$ cat src/rtl/mem_access_pkg.sv
// Shared types and the request error decoder for the memory access unit.
package mem_access_pkg;

  typedef enum logic [1:0] {BYTE = 2'b00, HALF = 2'b01, WORD = 2'b10, ILLEGAL = 2'b11} size_e;
  typedef enum logic [1:0] {OK = 2'b00, MISALIGN = 2'b01, RANGE = 2'b10, ILLSIZE = 2'b11} err_e;
  typedef enum logic [1:0] {IDLE = 2'b00, READ = 2'b01, WRITE = 2'b10, RESP = 2'b11} state_e;

  // Priority: illegal size, then misalignment, then word index beyond memory.
  function automatic err_e decode_err(input size_e size, input logic [31:0] addr,
                                      input int unsigned words);
    if (size == ILLEGAL) return ILLSIZE;
    if ((size == HALF && addr[0]) || (size == WORD && addr[1:0] != 2'b00)) return MISALIGN;
    if ({2'b00, addr[31:2]} >= words) return RANGE;
    return OK;
  endfunction

endpackage

$ cat src/rtl/mem_lane_align.sv
// Byte/half lane selection with sign/zero extension for loads, and lane merge for stores.
module mem_lane_align
  import mem_access_pkg::*;
(
  input  logic [31:0] word_i,
  input  logic [1:0]  offset_i,
  input  size_e       size_i,
  input  logic        unsigned_i,
  input  logic [31:0] sdata_i,
  output logic [31:0] load_o,
  output logic [31:0] merged_o
);

  logic [7:0]  byte_sel;
  logic [15:0] half_sel;

  always_comb begin
    byte_sel = word_i[{offset_i, 3'b000} +: 8];
    half_sel = offset_i[1] ? word_i[31:16] : word_i[15:0];
    load_o   = word_i;
    merged_o = word_i;
    case (size_i)
      BYTE: begin
        load_o = {{24{~unsigned_i & byte_sel[7]}}, byte_sel};
        merged_o[{offset_i, 3'b000} +: 8] = sdata_i[7:0];
      end
      HALF: begin
        load_o = {{16{~unsigned_i & half_sel[15]}}, half_sel};
        if (offset_i[1]) merged_o[31:16] = sdata_i[15:0];
        else             merged_o[15:0]  = sdata_i[15:0];
      end
      default: ;
    endcase
  end

endmodule

$ cat src/rtl/mem_access_unit.sv
// Load/store front-end: request FSM, error decode, read-modify-write for sub-word stores.
module mem_access_unit
  import mem_access_pkg::*;
#(
  parameter int unsigned MEM_WORDS = 256
) (
  input  logic        clk,
  input  logic        rst_n,
  input  logic        req_valid,
  output logic        req_ready,
  input  logic        req_we,
  input  logic [1:0]  req_size,
  input  logic        req_unsigned,
  input  logic [31:0] req_addr,
  input  logic [31:0] req_wdata,
  output logic        resp_valid,
  output logic [31:0] resp_rdata,
  output logic [1:0]  resp_err,
  output logic        mem_re,
  output logic        mem_we,
  output logic [31:0] mem_addr,
  output logic [31:0] mem_wdata,
  input  logic [31:0] mem_rdata
);

  state_e      state_q, state_d;
  logic        we_q, we_d, uns_q, uns_d;
  size_e       size_q, size_d;
  err_e        err_q, err_d;
  logic [31:0] addr_q, addr_d, wdata_q, wdata_d, rdata_q, rdata_d;
  logic [31:0] load_val, merged_val;
  err_e        req_err;

  assign req_err = decode_err(size_e'(req_size), req_addr, MEM_WORDS);

  mem_lane_align u_align (
    .word_i    (mem_rdata),
    .offset_i  (addr_q[1:0]),
    .size_i    (size_q),
    .unsigned_i(uns_q),
    .sdata_i   (wdata_q),
    .load_o    (load_val),
    .merged_o  (merged_val)
  );

  always_comb begin
    state_d = state_q;
    we_d    = we_q;
    size_d  = size_q;
    uns_d   = uns_q;
    addr_d  = addr_q;
    wdata_d = wdata_q;
    rdata_d = rdata_q;
    err_d   = err_q;
    case (state_q)
      IDLE: if (req_valid) begin
        we_d    = req_we;
        size_d  = size_e'(req_size);
        uns_d   = req_unsigned;
        addr_d  = req_addr;
        wdata_d = req_wdata;
        rdata_d = '0;
        err_d   = req_err;
        if (req_err != OK)                          state_d = RESP;
        else if (req_we && size_e'(req_size) == WORD) state_d = WRITE;
        else                                        state_d = READ;
      end
      // Sub-word stores reuse wdata_q to hold the merged word for the WRITE cycle.
      READ: if (we_q) begin
        wdata_d = merged_val;
        state_d = WRITE;
      end else begin
        rdata_d = load_val;
        state_d = RESP;
      end
      WRITE:   state_d = RESP;
      RESP:    state_d = IDLE;
      default: state_d = IDLE;
    endcase
  end

  always_ff @(posedge clk) begin
    if (!rst_n) begin
      state_q <= IDLE;
      we_q    <= 1'b0;
      size_q  <= BYTE;
      uns_q   <= 1'b0;
      addr_q  <= '0;
      wdata_q <= '0;
      rdata_q <= '0;
      err_q   <= OK;
    end else begin
      state_q <= state_d;
      we_q    <= we_d;
      size_q  <= size_d;
      uns_q   <= uns_d;
      addr_q  <= addr_d;
      wdata_q <= wdata_d;
      rdata_q <= rdata_d;
      err_q   <= err_d;
    end
  end

  assign req_ready  = (state_q == IDLE);
  assign resp_valid = (state_q == RESP);
  assign resp_rdata = resp_valid ? rdata_q : '0;
  assign resp_err   = resp_valid ? err_q : OK;
  assign mem_re     = rst_n & (state_q == READ);
  assign mem_we     = rst_n & (state_q == WRITE);
  assign mem_addr   = {addr_q[31:2], 2'b00};
  assign mem_wdata  = wdata_q;

endmodule

$ cat config.mk
export PLATFORM = sky130hd
export DESIGN_NAME = mem_access_unit
export DESIGN_NICKNAME = d
export VERILOG_FILES = /design/src/rtl/mem_access_pkg.sv /design/src/rtl/mem_lane_align.sv /design/src/rtl/mem_access_unit.sv
export SDC_FILE = /design/constraint.sdc
export NUM_CORES = 1
export LEC_CHECK = 0
export BUFFER_PORTS_ARGS = -buffer_cell sky130_fd_sc_hd__buf_2
export CAP_MARGIN = 25
export CORE_UTILIZATION = 47
export CTS_BUF_LIST = sky130_fd_sc_hd__clkbuf_8
export CTS_CLUSTER_SIZE = 16
export DETAILED_ROUTE_END_ITERATION = 8
export HOLD_SLACK_MARGIN = 0.03
export PLACE_DENSITY = 0.79
export SLEW_MARGIN = 15
export SYNTH_ARGS = -nofsm -noshare
export SYNTH_HDL_FRONTEND = slang
export SYNTH_SLANG_ARGS = --single-unit
$ cat constraint.sdc
create_clock -name clk -period 2.68 [get_ports clk]
set_clock_uncertainty 0.2 [all_clocks]
set_input_delay 0.268 -clock clk [delete_from_list [all_inputs] [get_ports clk]]
set_output_delay 0.268 -clock clk [all_outputs]
set_load 0.01 [all_outputs]
### Yosys cells after proc, flatten, opt, wreduce, memory -nomap -nowiden

Cells that the tools add are included.

| cells by class | value |
|---|---|
| multipliers | 0 |
| muxes and demuxes | 31 |
| $lt $le $gt $ge | 1 |
| shift operators | 3 |
| divide/modulo/power cells | 0 |
| bitwise logic cells | 5 |
| reduce and logical (&&, ||, !) cells | 13 |
| $add $sub $neg | 1 |
| equal/unequal tests | 11 |

Operators by type and width:

| cell | number |
|---|---|
| one-hot mux 32 bit (2 select lines) | 4 |
| 2-to-1 mux 32 bit | 5 |
| 2-to-1 mux 16 bit | 3 |
| bitwise mux 32 bit | 1 |
| variable shift 8 x 7 -> 32 bit, first input constant | 1 |
| indexed part select 32 x 6 -> 8 bit | 1 |
| indexed part select 8 x 7 -> 32 bit | 1 |
| greater-or-equal comparator 30 x 9 -> 1 bit, second input constant | 1 |
| 2-to-1 mux 2 bit | 10 |
| == test 2 bit, second input constant | 4 |
| one-hot mux 2 bit (4 select lines) | 1 |
| 2-to-1 mux 1 bit | 7 |
| negation 5 -> 7 bit | 1 |
| == test 2 x 1 -> 1 bit, second input constant | 3 |
| inequality test 2 bit, second input constant | 3 |
| AND reduction 3 bit | 2 |
| nonzero test 2 bit | 3 |
| bitwise AND 1 bit | 4 |
| zero test 2 bit | 2 |
| AND reduction 4 bit | 1 |
| logical AND 1 bit | 3 |
| inequality test 3 bit, second input constant | 1 |
| AND reduction 2 bit | 1 |
| logical OR 1 bit | 1 |
| inverter 1 bit | 1 |

| storage, ports and cells | value |
|---|---|
| memory bits (read-only) | 0 |
| bits in latches | 0 |
| output and inout port bits | 102 |
| bits in writable memories | 0 |
| logic and storage cells | 74 |
| register bits | 104 |
| memories | 0 |

### Longest topological paths before layout

Gate-level depths: netlist of run 1.

| depth | value |
|---|---|
| depth in word-level cells | 14 |
| gate-level depth with buffers | 10 |
| depth with buffers taken out | 6 |

### Modules after synthesis

From an unflattened synthesis of run 1, not the netlist that was laid out.

| second synthesis, totals | value |
|---|---|
| cell total of the unflattened synthesis | 875 |
| area, all modules | 6737.7 um2 |

By module, submodules not included:

| module | instances | cells each | area an instance (um2) |
|---|---|---|---|
| mem_access_unit | 1 | 562 | 4885.9 |
| mem_lane_align | 1 | 313 | 1851.8 |

### Worst setup path after synthesis of run 1

Ideal clock, no wire load.

| path | value |
|---|---|
| path kind | register to register |
| start | register addr_q[0] |
| end | register wdata_q[24], in the netlist mem_wdata[24] |
| buffers on the path | 3 |
| data required time | 2.404 ns |
| stages on the path, launching flop included | 10 |
| data arrival time | 2.270 ns |
| slack | 0.135 ns |
| cells stage by stage | dfxtp_1 > buf_2 > buf_1 > inv_1 > ha_1 > nor4bb_1 > and2_1 > clkbuf_1 > a221oi_1 > o22ai_1 |

| between the ends | value |
|---|---|
| longest elaborated chain between the ends | 6 |
| elaborated cells between the ends (all ways) | 7 |

Ends and longest elaborated chain:

| element | RTL line | RTL |
|---|---|---|
| from (decl) | mem_access_unit.sv:30 | `logic [31:0] addr_q, addr_d, wdata_q, wdata_d, rdata_q, rdata_d;` |
| from (signal assigned) | mem_access_unit.sv:97 | `addr_q <= addr_d;` |
| negation 5 -> 7 bit (*) | mem_lane_align.sv:25 | `merged_o[{offset_i, 3'b000} +: 8] = sdata_i[7:0];` |
| indexed part select 8 x 7 -> 32 bit or variable shift 8 x 7 -> 32 bit (tied branches) | mem_lane_align.sv:25 |  |
| bitwise mux 32 bit (*) | mem_lane_align.sv:25 |  |
| one-hot mux 32 bit (2 select lines) (*) | mem_lane_align.sv:22 | `case (size_i)` |
| 2-to-1 mux 32 bit (*) | mem_access_unit.sv:69 | `READ: if (we_q) begin` |
| one-hot mux 32 bit (2 select lines) (*) | mem_access_unit.sv:55 | `case (state_q)` |
| to (signal assigned) | mem_access_unit.sv:98 | `wdata_q <= wdata_d;` |
| to (decl) | mem_access_unit.sv:30 |  |

Mark *: on every way between the ends. The rest lies on a longest branch, timed or not. The select of a mux whose other input is x is not followed.
A chain may end at the register's enable or synchronous reset.

### Final worst setup path of run 1

| path | value |
|---|---|
| start | register state_q[1] |
| end | output port mem_re |

| between the ends | value |
|---|---|
| longest elaborated chain between the ends | 2 |

Ends and longest elaborated chain:

| element | RTL line | RTL |
|---|---|---|
| from (decl) | mem_access_unit.sv:26 | `state_e state_q, state_d;` |
| from (signal assigned) | mem_access_unit.sv:93 | `state_q <= state_d;` |
| == test 2 x 1 -> 1 bit | mem_access_unit.sv:108 | `assign mem_re = rst_n & (state_q == READ);` |
| bitwise AND 1 bit | mem_access_unit.sv:108 |  |
| to (decl) | mem_access_unit.sv:19 | `output logic mem_re,` |

Every way passes these cells.

==> impl_metrics.py, run 1 <==
metrics = {
    "yosys": {
        "synth-seq-cells": 104,
        "yosysUniqueCellTypes": 57,
        "synthTopCellsByArea": "dfxtp_1, nand2_1, buf_4",
        "syn_inst": 686,
        "syn_avg_cell_area_sq_um": 8.27,
        "ys_seq_area_share_pct": 36.7,
        "yosysMostFrequentCell": "nand2_1",
        "async_reset_ff_share_pct": 0,
        "synth_common_cells": "nand2_1, dfxtp_1, a21oi_1",
        "synth_top_area_share_pct": 36.7,
        "yosys.area.top_type": "dfxtp_1",
        "yosys_warnings": 0,
        "synth_edf_count": 0,
        "synth-main-ff-cell": "dfxtp_1",
        "syn_area_sq_um": 5670,
    },
    "routing": {
        "routed_wl_mm": 19.1,
        "drtPass1Iterations": 7,
        "vias": 6087,
        "drtIter0Drc": 577,
        "drc": 18,
        "postRouteAntennaNets": 0,
        "post_drt_wl_per_cell_microns": 18.0,
        "viasPerCell": 5.74,
    },
    "sta": {
        "min_period_ns": 2.42,
        "max_slew_margin_pct": 48.5,
        "maxSlewViolCount": 0,
        "finalSetupViolCount": 0,
        "fmax_ghz": 0.413,
        "hold_violations": 0,
        "layout_worst_path_cycle_share_pct": 90.4,
        "tightest_slew_ns": 0.767,
        "grt_setup_unrepaired": "false",
        "setup_tns_ns": 0,
    },
    "floorplanning": {
        "ios": 205,
        "initial_core_util_pct": 49.0,
        "die_h_microns": 112,
        "rows": 39,
        "die_area_sq_um": 12500,
        "die_w_microns": 112,
        "core_sq_um": 11600,
    },
    "global_routing": {
        "grt_first_pass_wirelength_mm": 30.0,
        "track_usage_pct": 30.5,
        "grt_pass1_vias": 5871,
        "grt_antenna_before_repair": 0,
        "grt_overflow": 0,
        "grt_max_degree": 46,
    },
    "clock_network": {
        "clkSinkCount": 104,
        "path_clk_slew_ns": 0.10,
        "cts_tree": "done",
        "numCtsBuffers": 9,
        "clk_latency_ns": 0.40,
        "cts.repair.resized": 0,
        "post_cts_buffers": 0,
        "root_buffer": "clkbuf_8",
        "ctsHtreeMaxLevel": 3,
        "clock_path_buffers": 2,
    },
    "setup_path": {
        "path_class": "reg -> out",
        "rrSetupSlack_ns": 0.31,
        "crit_required_ns": 2.21,
        "arrival_ns": 1.95,
        "cp-startpoint": "state_q[1]",
        "r2r_start": "state_q[1]",
        "path_max_fanout": 45,
        "worstRegToRegCells": 6,
        "critPathCaptureType": "output pin",
        "r2r_end": "rdata_q[21]",
        "startpoint_type": "flip-flop",
    },
    "run_status": {
        "violations": "DRC",
        "status": "finished with violations",
    },
    "placed_design": {
        "place_hpwl_mm": 12.8,
        "place.gp.congestion": 0.960,
        "port_buffers": 202,
    },
    "layout": {
        "diodes": 0,
        "fillCellCount": 954,
        "final_util_pct": 65.2,
        "synthToLayoutAreaGrowth_pct": 33.0,
        "nets": 1025,
        "drive_gt1_share_pct": 28.9,
    },
    "power_and_ir_drop": {
        "leakage_uw": 0.00332,
        "vdd.ir_drop.worst_v": 0.000552,
        "p_per_area_nw_per_um2": 603,
    },
    "min_path": {
        "hold_class": "in -> reg",
        "worstHoldPathCells": 3,
        "min_from": "req_valid",
        "holdPathEnd": "state_q[0]",
    },
    "flow_run": {
        "drv_cap": 0,
    },
}
==> worst max path at each step <==
stage	slack (ns)	end
2_1_floorplan	0.13	mem_wdata[24]
3_3_place_gp	0.41	rdata_q[21]
3_5_place_dp	0.39	rdata_q[28]
4_1_cts	0.28	mem_re
5_1_grt	0.16	mem_re
6_report	0.26	mem_re
==> repair_timing <==
| action | in CTS | in global routing |
|---|---|---|
| endpoints found under the hold margin | 82 | 0 |
| hold buffers | 82 | 0 |
| endpoints found under the setup margin | 0 | 0 |
==> sequential cells by signal (all words and copies together), names as in the netlist <==
| name | cells |
|---|---|
| err_q | 2 |
| size_q | 2 |
| mem_wdata | 32 |
| rdata_q | 32 |
| state_q | 2 |
| uns_q | 1 |
| we_q | 1 |
| addr_q | 32 |
==> cells in the final DEF (no fill, tap or decap), types with 3 or more instances in the layout <==
cell type / n
a21oi_1: 53
a221oi_1: 14
nor4bb_1: 3
a221o_1: 11
nor4_1: 6
o21ai_0: 20
nand3_1: 10
dlygate4sd3_1: 82
nor2_1: 17
dfxtp_1: 104
clkinvlp_4: 3
nor2b_1: 10
nand2_1: 118
and2_1: 38
a22o_1: 16
ha_1: 8
a22oi_1: 8
mux2i_1: 9
inv_1: 14
o2bb2ai_1: 16
a31oi_1: 10
buf_2: 202
clkbuf_8: 9
o211ai_1: 22
a221o_2: 4
o22ai_1: 24
mux2_2: 11
nor3_1: 3
a21boi_0: 7
nand2b_1: 12
buf_4: 15
==> metal layers <==
metal | track usage, % | vias to the layer above | share of wire, %
met5 | 0 | - | 0
met4 | 11.4 | 0 | 3.0
met3 | 8.44 | 41 | 10
met2 | 52.5 | 366 | 48
met1 | 36.1 | 2793 | 39
li1 | - | 2887 | -
==> layout make-up <==
class                           instances  area (sq um)  area share (%)
Timing Repair Buffer                  301          1980            26.3
Tap cell                              143           179            2.37
Inverter                               15          56.3           0.747
Multi-Input combinational cell        482          3060            40.6
Sequential cell                       104          2080            27.6
Clock buffer                            9           124            1.64
Clock inverter                          6          53.8           0.714
==> cell families (layout without fill, tap and decap cells) <==
logic type                 after synthesis  count (layout)  synth area share (%)
buffers and inverters                  101             331                  9.51
AOI/OAI and AO/OA                      214             214                  26.3
adders and majority gates                9               9                  1.99
muxes                                   23              23                  4.68
other                                    1               2                0.0661
and+or+nand+nor                        234             234                  20.8
DFF                                    104             104                  36.7
==> metrics by stage <==
stage	setup slack, ns	instance area [sq um]	std cells	hold slack (ns)	power (uW)
global placement	0.407	6540	963	0.238	3480
global route	0.163	7540	1060	0.0365	4800
CTS	0.280	7540	1060	0.0317	4530
finish	0.258	7540	1060	0.0497	4550
floorplan	0.135	5670	687	0.204	3010
detailed placement	0.386	6540	963	0.243	3500
==> worst max-delay path, cell delays in order, from the launching register on <==
cell and delay, ns:
dfxtp_1 0.34, inv_1 0.10, ha_2 0.34, buf_4 0.44
and2_1 0.20, buf_2 0.13
==> power by group <==
group          internal, uW  switching [uW]
Sequential             1780             182
Clock                   347             593
Combinational           698             948
Total                  2820            1720
No activity file was read; power rests on OpenSTA's default activity.
==> run 2, diff against run 1 <==
--- a/config.mk
+++ b/config.mk
@@ -5,9 +5,10 @@
 export SDC_FILE = /design/constraint.sdc
 export NUM_CORES = 1
 export LEC_CHECK = 0
+export ABC_AREA = 1
 export BUFFER_PORTS_ARGS = -buffer_cell sky130_fd_sc_hd__buf_2
 export CAP_MARGIN = 25
-export CORE_UTILIZATION = 47
+export CORE_UTILIZATION = 48
 export CTS_BUF_LIST = sky130_fd_sc_hd__clkbuf_8
 export CTS_CLUSTER_SIZE = 16
 export DETAILED_ROUTE_END_ITERATION = 8
==> impl_metrics.py, run 2 <==
metrics = {
    "clock_network": {
        "ctsHtreeMaxLevel": 3,
        "numCtsBuffers": 9,
        "path_clk_slew_ns": 0.10,
        "clk_latency_ns": 0.39,
        "clkSinkCount": 104,
        "cts_tree": "done",
        "clock_path_buffers": 2,
        "post_cts_buffers": 0,
        "root_buffer": "clkbuf_8",
    },
    "yosys": {
        "yosysUniqueCellTypes": 30,
        "synth-seq-cells": 104,
        "synth_edf_count": 0,
        "syn_area_sq_um": 6250,
        "yosys_warnings": 0,
        "async_reset_ff_share_pct": 0,
        "yosysMostFrequentCell": "nand2_1",
        "synthTopCellsByArea": "dfxtp_1, nand2_1, a21oi_1",
        "synth_common_cells": "nand2_1, a21oi_1, nor2_1",
        "syn_inst": 999,
        "yosys.area.top_type": "dfxtp_1",
        "synth-main-ff-cell": "dfxtp_1",
        "ys_seq_area_share_pct": 33.3,
        "synth_top_area_share_pct": 33.3,
        "syn_avg_cell_area_sq_um": 6.25,
    },
    "floorplanning": {
        "die_w_microns": 116,
        "initial_core_util_pct": 49.3,
        "core_sq_um": 12700,
        "die_area_sq_um": 13500,
        "ios": 205,
        "rows": 41,
        "die_h_microns": 116,
    },
    "placed_design": {
        "place.gp.congestion": 1.03,
        "dp_worst_setup_slack_ns": 0.269,
        "place_area_sq_um": 7130,
        "port_buffers": 202,
        "dp_cells": 1301,
        "place_hpwl_mm": 14.5,
    },
    "sta": {
        "fin_ws_ns": 0.273,
        "tightest_slew_ns": 0.890,
        "max_slew_margin_pct": 40.6,
        "grt_setup_unrepaired": "false",
        "maxSlewViolCount": 0,
        "hold_violations": 0,
        "fmax_ghz": 0.415,
        "finalSetupViolCount": 0,
        "setup_tns_ns": 0,
        "layout_worst_path_cycle_share_pct": 89.8,
        "min_period_ns": 2.41,
    },
    "layout": {
        "drive_gt1_share_pct": 21.4,
        "nets": 1310,
        "synthToLayoutAreaGrowth_pct": 26.3,
        "final_cells": 1375,
        "final_area_sq_um": 7890,
        "final_common_cell": "nand2_1",
        "diodes": 0,
        "mostFrequentLayoutCells": "nand2_1, buf_2, a21oi_1",
        "fillCellCount": 1207,
    },
    "min_path": {
        "hold_class": "in -> reg",
    },
    "global_routing": {
        "grt_pass1_vias": 6622,
        "grt_max_degree": 43,
        "grt_overflow": 0,
        "track_usage_pct": 32.5,
        "grt_first_pass_wirelength_mm": 33.6,
        "grt_antenna_before_repair": 0,
    },
    "routing": {
        "vias": 7397,
        "viasPerCell": 5.38,
        "drtIter0Drc": 986,
        "drtPass1Iterations": 8,
        "drc": 0,
        "postRouteAntennaNets": 0,
        "routed_wl_mm": 21.2,
        "post_drt_wl_per_cell_microns": 15.4,
    },
    "setup_path": {
        "crit_required_ns": 2.80,
        "critPathCaptureType": "flip-flop",
        "path_max_fanout": 32,
        "arrival_ns": 2.53,
        "startpoint_type": "flip-flop",
        "path_class": "reg -> reg",
    },
    "power_and_ir_drop": {
        "leakage_uw": 0.00404,
        "vdd.ir_drop.worst_v": 0.000323,
        "total_power_uw": 5240,
        "p_per_area_nw_per_um2": 664,
    },
    "flow_run": {
        "drv_cap": 0,
    },
    "run_status": {
        "status": "complete, no violations",
    },
}
## run 2: cell count changes after synthesis, sizes merged, moves of 38 or more
cell,delta
nand2,+88
nor2,+104
inv,+98
o21ai,+80
a21oi,+80
nand3,+56
and2,-38
## run 2: repair_timing
item                       CTS  global route
setup endpoints to repair    0             4
resized for setup            0             1
hold endpoints to repair    56             0
hold buffers                58             0
## run 2: final timing paths
kind | slack [ns] | cells after the start | to | start
worst max register to register | 0.27 | 7 | rdata_q[14] | state_q[1]
worst min-delay path | 0.04 | 5 | mem_wdata[0] | mem_rdata[0]
worst max-delay path | 0.27 | 7 | rdata_q[14] | state_q[1]
worst min register to register | 0.27 | 2 | mem_wdata[27] | mem_wdata[27]
## run 2: area by class of cell
class                   count  area (sq um)  area share, %
multi-input cells         688          3230           40.9
inverters                 113           424           5.37
well taps                 172           215           2.73
repair buffers            282          1760           22.3
flip-flops and latches    104          2080           26.4
clock inverters             7          57.6          0.729
clock buffers               9           124           1.57
## run 2: per-layer routing
layer	track usage (%)	wire length [microns]	up-vias
met3	4.57	1890	79
met2	50.3	9540	422
met1	44.2	8930	3296
met5	0	0	-
met4	16.3	871	0
li1	-	-	3600
## run 2: where the power goes
| part | internal, uW | switching, uW |
|---|---|---|
| clock | 347 | 585 |
| sequential | 1810 | 211 |
| combinational | 806 | 1480 |
## run 2: kinds of logic after synthesis
| logic type | count (synthesis) | synth area share, % |
|---|---|---|
| compound gates | 277 | 23.8 |
| fa+ha+maj | 9 | 1.80 |
| buf+inv | 208 | 15.0 |
| flops | 104 | 33.3 |
| other cells | 1 | 0.0600 |
| simple gates | 400 | 26.0 |
## run 2: worst max-delay path, cell delays in order, from the launching register on
cell and delay, ns:
dfxtp_1 0.35, inv_1 0.09, ha_1 0.26, buf_4 0.32, a21oi_1 0.14, inv_1 0.66
nand2_1 0.13, a21oi_1 0.18
## run 2: per-stage QoR
stage / hold slack, ns / util [%]
CTS: 0.0329 / 62.3
global route: 0.0619 / 62.3
global placement: 0.252 / 56.3
floorplan: 0.217 / -
detailed placement: 0.256 / 56.3
finish: 0.0437 / 62.3
==> run 3, diff against run 2 <==
--- a/config.mk
+++ b/config.mk
@@ -6,14 +6,14 @@
 export NUM_CORES = 1
 export LEC_CHECK = 0
 export ABC_AREA = 1
-export BUFFER_PORTS_ARGS = -buffer_cell sky130_fd_sc_hd__buf_2
+export BUFFER_PORTS_ARGS = -buffer_cell sky130_fd_sc_hd__buf_4
 export CAP_MARGIN = 25
-export CORE_UTILIZATION = 48
-export CTS_BUF_LIST = sky130_fd_sc_hd__clkbuf_8
+export CORE_MARGIN = 1
+export CORE_UTILIZATION = 47
 export CTS_CLUSTER_SIZE = 16
 export DETAILED_ROUTE_END_ITERATION = 8
 export HOLD_SLACK_MARGIN = 0.03
-export PLACE_DENSITY = 0.79
+export PLACE_DENSITY = 0.78
 export SLEW_MARGIN = 15
 export SYNTH_ARGS = -nofsm -noshare
 export SYNTH_HDL_FRONTEND = slang
==> impl_metrics.py, run 3 (synthesis results as in run 2) <==
metrics = {
    "run_status": {
        "status": "complete, no violations",
    },
    "clock_network": {
        "clk_latency_ns": 0.35,
        "ctsHtreeMaxLevel": 3,
        "cts_tree": "done",
        "clock_path_buffers": 2,
        "post_cts_buffers": 0,
        "path_clk_slew_ns": 0.07,
        "clkSinkCount": 104,
        "numCtsBuffers": 9,
        "root_buffer": "clkbuf_16",
    },
    "sta": {
        "fmax_ghz": 0.411,
        "grt_setup_unrepaired": "false",
        "maxSlewViolCount": 0,
        "min_period_ns": 2.43,
        "max_slew_margin_pct": 45.1,
        "hold_violations": 0,
        "layout_worst_path_cycle_share_pct": 90.8,
        "finalSetupViolCount": 0,
        "tightest_slew_ns": 0.821,
        "setup_tns_ns": 0,
    },
    "setup_path": {
        "path_max_fanout": 17,
        "r2r_start": "state_q[1]",
        "crit_required_ns": 2.73,
        "arrival_ns": 2.48,
        "max_stage_delay_ns": 0.45,
        "crit_buf_inv": 3,
        "rrSetupSlack_ns": 0.25,
        "critPathCaptureType": "flip-flop",
        "worstRegToRegCells": 9,
        "path_class": "reg -> reg",
        "cp_slowest_cell": "a21oi_2",
        "startpoint_type": "flip-flop",
        "cp_top_family": "compound AO/OA/AOI/OAI gates",
        "r2r_end": "mem_wdata[3]",
        "path_cells": "inv_1 > ha_1 > nand2_2 > nand2_2 > a21oi_2 > buf_4 > nand3_1 > o211ai_1 > inv_1",
        "crit_cells": 9,
    },
    "global_routing": {
        "grt_first_pass_wirelength_mm": 34.6,
        "grt_overflow": 0,
        "track_usage_pct": 31.0,
        "grt_pass1_vias": 6897,
        "grt_max_degree": 50,
        "grt_antenna_before_repair": 0,
    },
    "min_path": {
        "min_from": "req_wdata[14]",
        "hold_class": "in -> reg",
        "worstHoldPathCells": 5,
        "holdPathEnd": "mem_wdata[14]",
    },
    "placed_design": {
        "place_hpwl_mm": 15.0,
        "place_area_sq_um": 7640,
        "port_buffers": 202,
        "place.gp.congestion": 1.06,
    },
    "layout": {
        "mostFrequentLayoutCells": "buf_4, nand2_1, a21oi_1",
        "synthToLayoutAreaGrowth_pct": 33.9,
        "final_area_sq_um": 8370,
        "diodes": 0,
        "drive_gt1_share_pct": 21.4,
        "nets": 1294,
        "final_common_cell": "buf_4",
    },
    "floorplanning": {
        "die_w_microns": 117,
        "die_h_microns": 117,
        "die_area_sq_um": 13800,
        "rows": 41,
        "core_sq_um": 12800,
        "initial_core_util_pct": 48.9,
        "ios": 205,
    },
    "routing": {
        "drc": 0,
        "drtIter0Drc": 802,
        "drtPass1Iterations": 6,
        "vias": 7458,
        "routed_wl_mm": 21.7,
        "viasPerCell": 5.49,
        "post_drt_wl_per_cell_microns": 16.0,
        "postRouteAntennaNets": 0,
    },
    "power_and_ir_drop": {
        "leakage_uw": 0.00414,
        "vdd.ir_drop.worst_v": 0.000354,
        "p_per_area_nw_per_um2": 697,
    },
    "flow_run": {
        "drv_cap": 0,
    },
}
run 3: cell types whose count changed in the layout (fill, tap and decap cells not counted), moves of 2 or more:
| cell | previous run | this run |
|---|---|---|
| dlygate4sd3_1 | 58 | 43 |
| buf_4 | 22 | 222 |
| clkinvlp_4 | 2 | 0 |
| clkinv_2 | 1 | 3 |
| buf_2 | 202 | 0 |
| clkbuf_8 | 9 | 1 |
| clkbuf_16 | 0 | 9 |
| clkinv_4 | 3 | 0 |
run 3: where the power goes:
part / internal (uW) / leakage [uW] / switching, uW
sequential: 1810 / 0.000854 / 214
clock: 749 / 0.000150 / 592
combinational: 936 / 0.00314 / 1520
total: 3500 / 0.00414 / 2330
run 3: stage by stage:
stage / utilization [%] / power [uW] / setup WS [ns] / std cells / hold slack, ns
6_report: 65.5 / 5830 / 0.246 / 1359 / 0.0412
5_1_grt: 65.5 / 6160 / 0.0673 / 1359 / 0.0689
4_1_cts: 65.5 / 5750 / 0.303 / 1359 / 0.0473
3_5_place_dp: 59.8 / 4380 / 0.313 / 1300 / 0.258
3_3_place_gp: 59.8 / 4340 / 0.450 / 1300 / 0.255
2_1_floorplan: - / 3600 / 0.372 / 1000 / 0.217
run 3: how the worst max path moves through the flow:
| stage | start | to | slack (ns) |
|---|---|---|---|
| finish | state_q[1] | mem_wdata[3] | 0.25 |
| global route | state_q[1] | mem_wdata[7] | 0.07 |
| CTS | state_q[1] | mem_wdata[3] | 0.30 |
| detailed placement | state_q[1] | mem_wdata[3] | 0.31 |
| global placement | state_q[1] | mem_wdata[10] | 0.45 |
| floorplan | addr_q[0] | mem_wdata[21] | 0.37 |
run 3: worst register-to-register path, stage by stage, from the launching register on:
cell,delay [ns]
dfxtp_1,0.40
inv_1,0.10
ha_1,0.26
nand2_2,0.28
nand2_2,0.10
a21oi_2,0.45
buf_4,0.29
nand3_1,0.10
o211ai_1,0.09
inv_1,0.06
run 3: final cells by class:
cell class | instances | area [sq um]
clock inverters | 5 | 53.8
well taps | 172 | 215
multi-input cells | 688 | 3230
clock buffers | 11 | 243
fillers | 1202 | 4410
flip-flops and latches | 104 | 2080
repair buffers | 266 | 2120
inverters | 113 | 424
run 3: repair_timing:
item | 4_1_cts | 5_1_grt
hold buffers | 43 | 0
hold endpoints to repair | 43 | 0
gates resized for setup | 0 | 0
run 3: metal layers:
layer | up-vias | share of wire, % | global-route usage [%]
met1 | 3333 | 41 | 40.6
met4 | 0 | 4.3 | 15.4
met3 | 102 | 9.8 | 6.03
met5 | - | 0 | 0
met2 | 442 | 45 | 48.6
li1 | 3581 | - | -
